==> config.mk <==
export PLATFORM = sky130hd
export DESIGN_NAME = acp_burst_reader
export DESIGN_NICKNAME = d
export VERILOG_FILES = /design/src/rtl/acp_pkg.sv /design/src/rtl/sync_fifo.sv /design/src/rtl/acp_burst_reader.sv
export SDC_FILE = /design/constraint.sdc
export NUM_CORES = 2
export LEC_CHECK = 0
export ABC_AREA = 1
export CAP_MARGIN = 20
export CORE_UTILIZATION = 50
export CTS_BUF_LIST = sky130_fd_sc_hd__clkbuf_16
export DETAILED_ROUTE_END_ITERATION = 10
export PLACE_DENSITY = 0.77
export SYNTH_ARGS = -nofsm -noshare
export SYNTH_HDL_FRONTEND = slang
export SYNTH_HIERARCHICAL = 1
export SYNTH_SLANG_ARGS = --single-unit
export TNS_END_PERCENT = 20
==> constraint.sdc <==
create_clock -name clk -period 7 [get_ports clk]
set_input_delay 0.7 -clock clk [delete_from_list [all_inputs] [get_ports clk]]
set_output_delay 0.7 -clock clk [all_outputs]
set_load 0.1 [all_outputs]
==> src/rtl/acp_pkg.sv <==
// Shared AXI constants and the burst reader's state encoding.
package acp_pkg;

  localparam logic [1:0] AXI_BURST_INCR = 2'b01;
  localparam logic [2:0] AXI_SIZE_8B    = 3'b011;
  localparam logic [1:0] AXI_RESP_OKAY  = 2'b00;
  localparam logic [2:0] AXI_PROT_NONE  = 3'b000;
  localparam logic [3:0] ARCACHE_ACP    = 4'b1111;

  typedef enum logic [1:0] {
    IDLE = 2'd0,
    ADDR = 2'd1,
    WAIT = 2'd2,
    DONE = 2'd3
  } state_e;

endpackage

==> src/rtl/sync_fifo.sv <==
// Synchronous first-word-fall-through FIFO with an occupancy count.
module sync_fifo #(
  parameter int DATA_W = 64,
  parameter int DEPTH  = 32,
  localparam int CNT_W = $clog2(DEPTH + 1),
  localparam int PTR_W = (DEPTH > 1) ? $clog2(DEPTH) : 1
) (
  input  logic              clk,
  input  logic              rst,
  input  logic              push,
  input  logic [DATA_W-1:0] push_data,
  input  logic              pop,
  output logic              rd_valid,
  output logic [DATA_W-1:0] rd_data,
  output logic [CNT_W-1:0]  count
);

  logic [DATA_W-1:0] mem_q [DEPTH];
  logic [PTR_W-1:0]  wr_ptr_q, wr_ptr_d;
  logic [PTR_W-1:0]  rd_ptr_q, rd_ptr_d;
  logic [CNT_W-1:0]  count_q, count_d;
  logic              do_push, do_pop;

  always_comb begin
    do_push  = push && (count_q != CNT_W'(DEPTH));
    do_pop   = pop && (count_q != '0);
    wr_ptr_d = wr_ptr_q;
    rd_ptr_d = rd_ptr_q;
    count_d  = count_q;
    if (do_push) wr_ptr_d = (wr_ptr_q == PTR_W'(DEPTH - 1)) ? '0 : wr_ptr_q + 1'b1;
    if (do_pop)  rd_ptr_d = (rd_ptr_q == PTR_W'(DEPTH - 1)) ? '0 : rd_ptr_q + 1'b1;
    case ({do_push, do_pop})
      2'b10:   count_d = count_q + 1'b1;
      2'b01:   count_d = count_q - 1'b1;
      default: count_d = count_q;
    endcase
  end

  always_ff @(posedge clk) begin
    if (rst) begin
      wr_ptr_q <= '0;
      rd_ptr_q <= '0;
      count_q  <= '0;
    end else begin
      wr_ptr_q <= wr_ptr_d;
      rd_ptr_q <= rd_ptr_d;
      count_q  <= count_d;
    end
  end

  // Storage needs no reset; the count alone decides what is valid.
  always_ff @(posedge clk) begin
    if (do_push) mem_q[wr_ptr_q] <= push_data;
  end

  assign rd_valid = (count_q != '0);
  assign rd_data  = mem_q[rd_ptr_q];
  assign count    = count_q;

endmodule

==> src/rtl/acp_burst_reader.sv <==
// Read DMA behind the 64-bit ACP master: splits a command into 4 KB-safe INCR
// bursts, issues them only when the data FIFO can absorb them, streams data out.
module acp_burst_reader
  import acp_pkg::*;
#(
  parameter int          ADDR_W      = 32,
  parameter int          DATA_W      = 64,
  parameter int          LEN_W       = 16,
  parameter int          MAX_BURST   = 16,
  parameter int          FIFO_DEPTH  = 32,
  parameter logic [3:0]  ARCACHE_VAL = ARCACHE_ACP
) (
  input  logic              clk,
  input  logic              rst,
  input  logic              cmd_valid,
  output logic              cmd_ready,
  input  logic [ADDR_W-1:0] cmd_addr,
  input  logic [LEN_W-1:0]  cmd_beats,
  output logic              busy,
  output logic              done,
  output logic              err,
  output logic [ADDR_W-1:0] M_AXI_ARADDR,
  output logic [7:0]        M_AXI_ARLEN,
  output logic [2:0]        M_AXI_ARSIZE,
  output logic [1:0]        M_AXI_ARBURST,
  output logic [3:0]        M_AXI_ARCACHE,
  output logic [2:0]        M_AXI_ARPROT,
  output logic              M_AXI_ARVALID,
  input  logic              M_AXI_ARREADY,
  input  logic [DATA_W-1:0] M_AXI_RDATA,
  input  logic [1:0]        M_AXI_RRESP,
  input  logic              M_AXI_RLAST,
  input  logic              M_AXI_RVALID,
  output logic              M_AXI_RREADY,
  output logic [DATA_W-1:0] out_data,
  output logic              out_valid,
  input  logic              out_ready
);

  localparam int CNT_W = $clog2(FIFO_DEPTH + 1);
  localparam int BL_W  = 9;
  localparam int CMP_W = LEN_W + 1;

  state_e            state_q, state_d;
  logic [ADDR_W-1:0] addr_q, addr_d;
  logic [LEN_W-1:0]  remaining_q, remaining_d;
  logic [CNT_W-1:0]  outstanding_q, outstanding_d;
  logic              err_q, err_d;
  logic [7:0]        rbeat_q, rbeat_d;
  logic              rready_q, rready_d;

  logic [9:0]        room;
  logic [CMP_W-1:0]  len_full;
  logic [CMP_W-1:0]  credit;
  logic [BL_W-1:0]   burst_len;
  logic              arvalid;
  logic              ar_fire;
  logic              r_live;
  logic              last_expected;
  logic [CNT_W-1:0]  fifo_count;
  logic              len_valid;
  logic [7:0]        len_head;
  logic [CNT_W-1:0]  len_count;
  logic              unused_addr_bits;

  assign unused_addr_bits = ^cmd_addr[2:0];

  // Credit only grows while a burst waits for ARREADY, so a raised ARVALID
  // can never fall back before the handshake.
  always_comb begin
    room     = 10'd512 - {1'b0, addr_q[11:3]};
    len_full = CMP_W'(MAX_BURST);
    if (CMP_W'(remaining_q) < len_full) len_full = CMP_W'(remaining_q);
    if (CMP_W'(room) < len_full)        len_full = CMP_W'(room);
    burst_len = BL_W'(len_full);
    credit    = CMP_W'(FIFO_DEPTH) - CMP_W'(fifo_count) - CMP_W'(outstanding_q);
    arvalid   = (state_q == ADDR) && (credit >= CMP_W'(burst_len));
    ar_fire   = arvalid && M_AXI_ARREADY;
    r_live    = M_AXI_RVALID && rready_q && (outstanding_q != '0);
    last_expected = len_valid && (rbeat_q == len_head);
  end

  always_comb begin
    state_d       = state_q;
    addr_d        = addr_q;
    remaining_d   = remaining_q;
    err_d         = err_q;
    rbeat_d       = rbeat_q;
    rready_d      = 1'b1;
    outstanding_d = outstanding_q
                  + (ar_fire ? CNT_W'(burst_len) : CNT_W'(0))
                  - (r_live  ? CNT_W'(1)         : CNT_W'(0));
    case (state_q)
      IDLE: begin
        if (cmd_valid) begin
          addr_d      = {cmd_addr[ADDR_W-1:3], 3'b000};
          remaining_d = cmd_beats;
          err_d       = 1'b0;
          state_d     = (cmd_beats == '0) ? DONE : ADDR;
        end
      end
      ADDR: begin
        if (ar_fire) begin
          addr_d      = addr_q + (ADDR_W'(burst_len) << 3);
          remaining_d = remaining_q - LEN_W'(burst_len);
          if (remaining_d == '0) state_d = WAIT;
        end
      end
      WAIT: begin
        if ((outstanding_q == '0) && (len_count == '0) && (fifo_count == '0)) state_d = DONE;
      end
      DONE:    state_d = IDLE;
      default: state_d = IDLE;
    endcase
    // A bad response or misplaced RLAST is flagged, but the beat still flows.
    if (r_live) begin
      if ((M_AXI_RRESP != AXI_RESP_OKAY) || (M_AXI_RLAST != last_expected)) err_d = 1'b1;
      rbeat_d = last_expected ? 8'd0 : rbeat_q + 8'd1;
    end
  end

  always_ff @(posedge clk) begin
    if (rst) begin
      state_q       <= IDLE;
      addr_q        <= '0;
      remaining_q   <= '0;
      outstanding_q <= '0;
      err_q         <= 1'b0;
      rbeat_q       <= '0;
      rready_q      <= 1'b0;
    end else begin
      state_q       <= state_d;
      addr_q        <= addr_d;
      remaining_q   <= remaining_d;
      outstanding_q <= outstanding_d;
      err_q         <= err_d;
      rbeat_q       <= rbeat_d;
      rready_q      <= rready_d;
    end
  end

  sync_fifo #(
    .DATA_W (DATA_W),
    .DEPTH  (FIFO_DEPTH)
  ) u_data_fifo (
    .clk       (clk),
    .rst       (rst),
    .push      (r_live),
    .push_data (M_AXI_RDATA),
    .pop       (out_ready),
    .rd_valid  (out_valid),
    .rd_data   (out_data),
    .count     (fifo_count)
  );

  // Lengths of issued bursts, oldest first, to know where RLAST belongs.
  sync_fifo #(
    .DATA_W (8),
    .DEPTH  (FIFO_DEPTH)
  ) u_len_fifo (
    .clk       (clk),
    .rst       (rst),
    .push      (ar_fire),
    .push_data (8'(burst_len - 9'd1)),
    .pop       (r_live && last_expected),
    .rd_valid  (len_valid),
    .rd_data   (len_head),
    .count     (len_count)
  );

  assign cmd_ready     = (state_q == IDLE);
  assign busy          = (state_q != IDLE);
  assign done          = (state_q == DONE);
  assign err           = err_q;
  assign M_AXI_ARADDR  = addr_q;
  assign M_AXI_ARLEN   = 8'(burst_len - 9'd1);
  assign M_AXI_ARSIZE  = AXI_SIZE_8B;
  assign M_AXI_ARBURST = AXI_BURST_INCR;
  assign M_AXI_ARCACHE = ARCACHE_VAL;
  assign M_AXI_ARPROT  = AXI_PROT_NONE;
  assign M_AXI_ARVALID = arvalid;
  assign M_AXI_RREADY  = rready_q;

endmodule

==> flow_summary.toml <==
[yosys]
yosysUniqueCellTypes = 52
ys.flop_type = "edfxtp_1"
synth_mux_area_frac = 0.000299
synth_seq_cells = 2409
synth_compound_area_frac = 0.0424
netlist_area_mm2 = 0.100
synthAdderAreaFrac = 0.0105
synth_xor_area_frac = 0.00454
avgSynthCellArea_um2 = 11.5
synth_top_family_by_area = "simple AND/OR/NAND/NOR gates"
synth-edff-count = 2304
synth_simple_gate_area_frac = 0.194
synth_warnings = 6
synthCells = 8723
ys_seq_area_frac = 0.711
async_flop_share = 0

[timing]
setup_viol = 0
finalCritPeriodShare = 0.901
tns_ns = 0
drv_slew = 0
worst-slew-pin-transition_ns = 1.34
rsz0062_at_grt = "no"
slew_headroom = 0.106
fmax_mhz = 159
hold_violations = 0
fin_skew_ns = 0.0901
period_needed_ns = 6.31

[critical_path]
worst-path-buf-inv = 5
worstPathRequired_ns = 7.69
cp-end-kind = "flop"
crit_slowest_cell = "nor2_1"
path_max_fanout = 13
cp_top_family = "simple AND/OR/NAND/NOR gates"
slowest_delay_ns = 0.40
r2r_setup_slack_ns = 0.69
arrival_ns = 6.99
start_kind = "flop"
worst-setup-path-type = "flop to flop"

[power]
p_per_area_mw_per_mm2 = 438
ir_drop_mv = 0.577
p_leak_nw = 39.7

[die]
die_h_um = 450
dieArea_mm2 = 0.202
die_w_um = 450
start_util = 0.503
num_io_pins = 244
rows = 164
core_area_mm2 = 0.199

[clocking]
cts_hold_buf = 0
cts_tree = "built"
htree_num_levels = 4
cts-resized-gates = 0
clock-sinks = 2409
cts-buffers-inserted = 227
clk_pin_slew_worst_paths_ns = 0.06
cts_root_buf = "clkbuf_16"
clk_latency_ns = 0.91
postCtsSetupRepairBufs = 0
ctsLongestPathBuffers = 3

[detailed_routing]
ant_nets = 0
wl_mm = 270
wire_per_inst_um = 23.2
routed_via_density = 5.99
drt-initial-drc-count = 9094
drc = 0
dr.pass1.iters = 6
num_vias = 69700

[outcome]
outcome = "finished, final reports clean"

[placement]
hpwlAfterDp_mm = 139
gp_congestion = 0.894
port_buffers = 225
placed_area_mm2 = 0.105

[global_routing]
grt-ovfl-total = 0
grt_pass1_vias = 66900
grt_use_total = 0.261
grt_max_degree = 249
grt_pass1_wl_mm = 402
antenna_found_initial = 17

[run]
max-cap-violations = 0

[min_path]
min_path_type = "flop to flop"

[finish]
drive_above_1_share = 0.0606
fin_util = 0.565
final_area_mm2 = 0.113
final_nets = 8986
area_growth_pct = 12.3
-- worst reg2reg max path, delay by kind of cell (launching register included) --
kind	cells	cell delay, ns
compound gates	7	1.04
fa+ha+maj	4	1.23
simple gates	15	2.23
buf+inv	5	0.71
flops	1	0.37
xor+xnor	3	0.57
-- path summary, 6_finish.rpt --
check / startpoint / end / cells after the start
max: M_AXI_ARADDR[3] / outstanding_q[5] / 34
min: remaining_q[7] / remaining_q[7] / 2
max reg2reg: M_AXI_ARADDR[3] / outstanding_q[5] / 34
min reg2reg: remaining_q[7] / remaining_q[7] / 2
-- sequential cells by signal, summed over array words and instances, names as in the netlist, named ones only --
signal and flops:
u_data_fifo/rd_ptr_q 5, rbeat_q 8, outstanding_q 6, u_data_fifo/count 6
u_len_fifo/count 6, err 1, M_AXI_ARADDR 29, M_AXI_RREADY 1
u_len_fifo/rd_ptr_q 5, state_q 2, u_len_fifo/mem_q 256, u_len_fifo/wr_ptr_q 5
remaining_q 16, u_data_fifo/mem_q 2048, u_data_fifo/wr_ptr_q 5
-- through the flow --
stage	hold slack, ns	setup WS [ns]	cells	total power, W
2_1_floorplan	0.447	-0.399	8741	0.0309
3_3_place_gp	0.466	0.747	11200	0.0370
3_5_place_dp	0.471	0.746	11200	0.0374
4_1_cts	0.443	0.700	11600	0.0494
5_1_grt	0.485	0.109	11600	0.0516
6_report	0.477	0.694	11600	0.0493
-- cells in the final DEF, fill, tap and decap left out, drive strengths merged, types with 13 or more instances in the layout --
cell           Yosys  routed
a21oi            306     306
buf              264     135
bufinv             0      22
clkbuf           273     228
clkdlybuf4s50      0     215
clkinv             2     109
conb               2      20
dfxtp            105     105
diode              0      13
edfxtp          2304    2304
ha                78      78
inv              303     360
nand2           2350    2350
nand3           1739    1739
nand4             16      16
nor2             365     365
nor3              34      34
o21ai            368     368
o22ai             90      90
xnor2             19      19
xor2              33      33
-- report_power, final --
part           internal, W  leakage [nW]  total [W]  switching, W
sequential          0.0178          21.6     0.0182      0.000399
clock              0.00675          3.80     0.0121       0.00539
combinational      0.00478          14.3     0.0190        0.0143
total               0.0293          39.7     0.0493        0.0200
-- cells in the mapped netlist, types with 15 or more instances --
master / number / area share
clkbuf_1: 273 / 0.010
buf_4: 70 / 0.0052
nand3_1: 1736 / 0.087
edfxtp_1: 2304 / 0.69
a21oi_1: 306 / 0.015
o21ai_1: 15 / 0.00075
nand4_1: 16 / 0.0010
nand2_1: 2342 / 0.088
dfxtp_1: 105 / 0.021
buf_6: 28 / 0.0031
xnor2_1: 19 / 0.0017
inv_1: 294 / 0.011
xor2_1: 33 / 0.0029
ha_1: 78 / 0.0097
nor3_1: 32 / 0.0016
nor2_1: 363 / 0.014
buf_2: 108 / 0.0054
o22ai_1: 90 / 0.0056
buf_1: 56 / 0.0021
o21ai_0: 351 / 0.018
-- kinds of logic after synthesis --
kind of cell / count (synthesis)
AOI/OAI and AO/OA: 802
muxes: 3
xor gates and xnor gates: 52
other: 2
buffers and inverters: 842
and+or+nand+nor: 4531
DFF: 2409
adders and majority gates: 82
-- metal layers --
metal,wire [um],vias up,track usage
li1,-,30900,-
met1,97200,33500,0.333
met2,130000,4472,0.430
met3,27800,869,0.0409
met4,14700,0,0.137
met5,0,-,0
-- area by class of cell --
cell class	instances	area, um2
Inverter	305	1180
Sequential cell	2409	71300
Fill cell	15400	86800
Clock buffer	228	5710
Clock inverter	195	1710
Tap cell	2656	3320
Timing Repair Buffer	350	3800
Antenna cell	13	32.5
Multi-Input combinational cell	5490	25600
(Power assumes the default switching activity.)
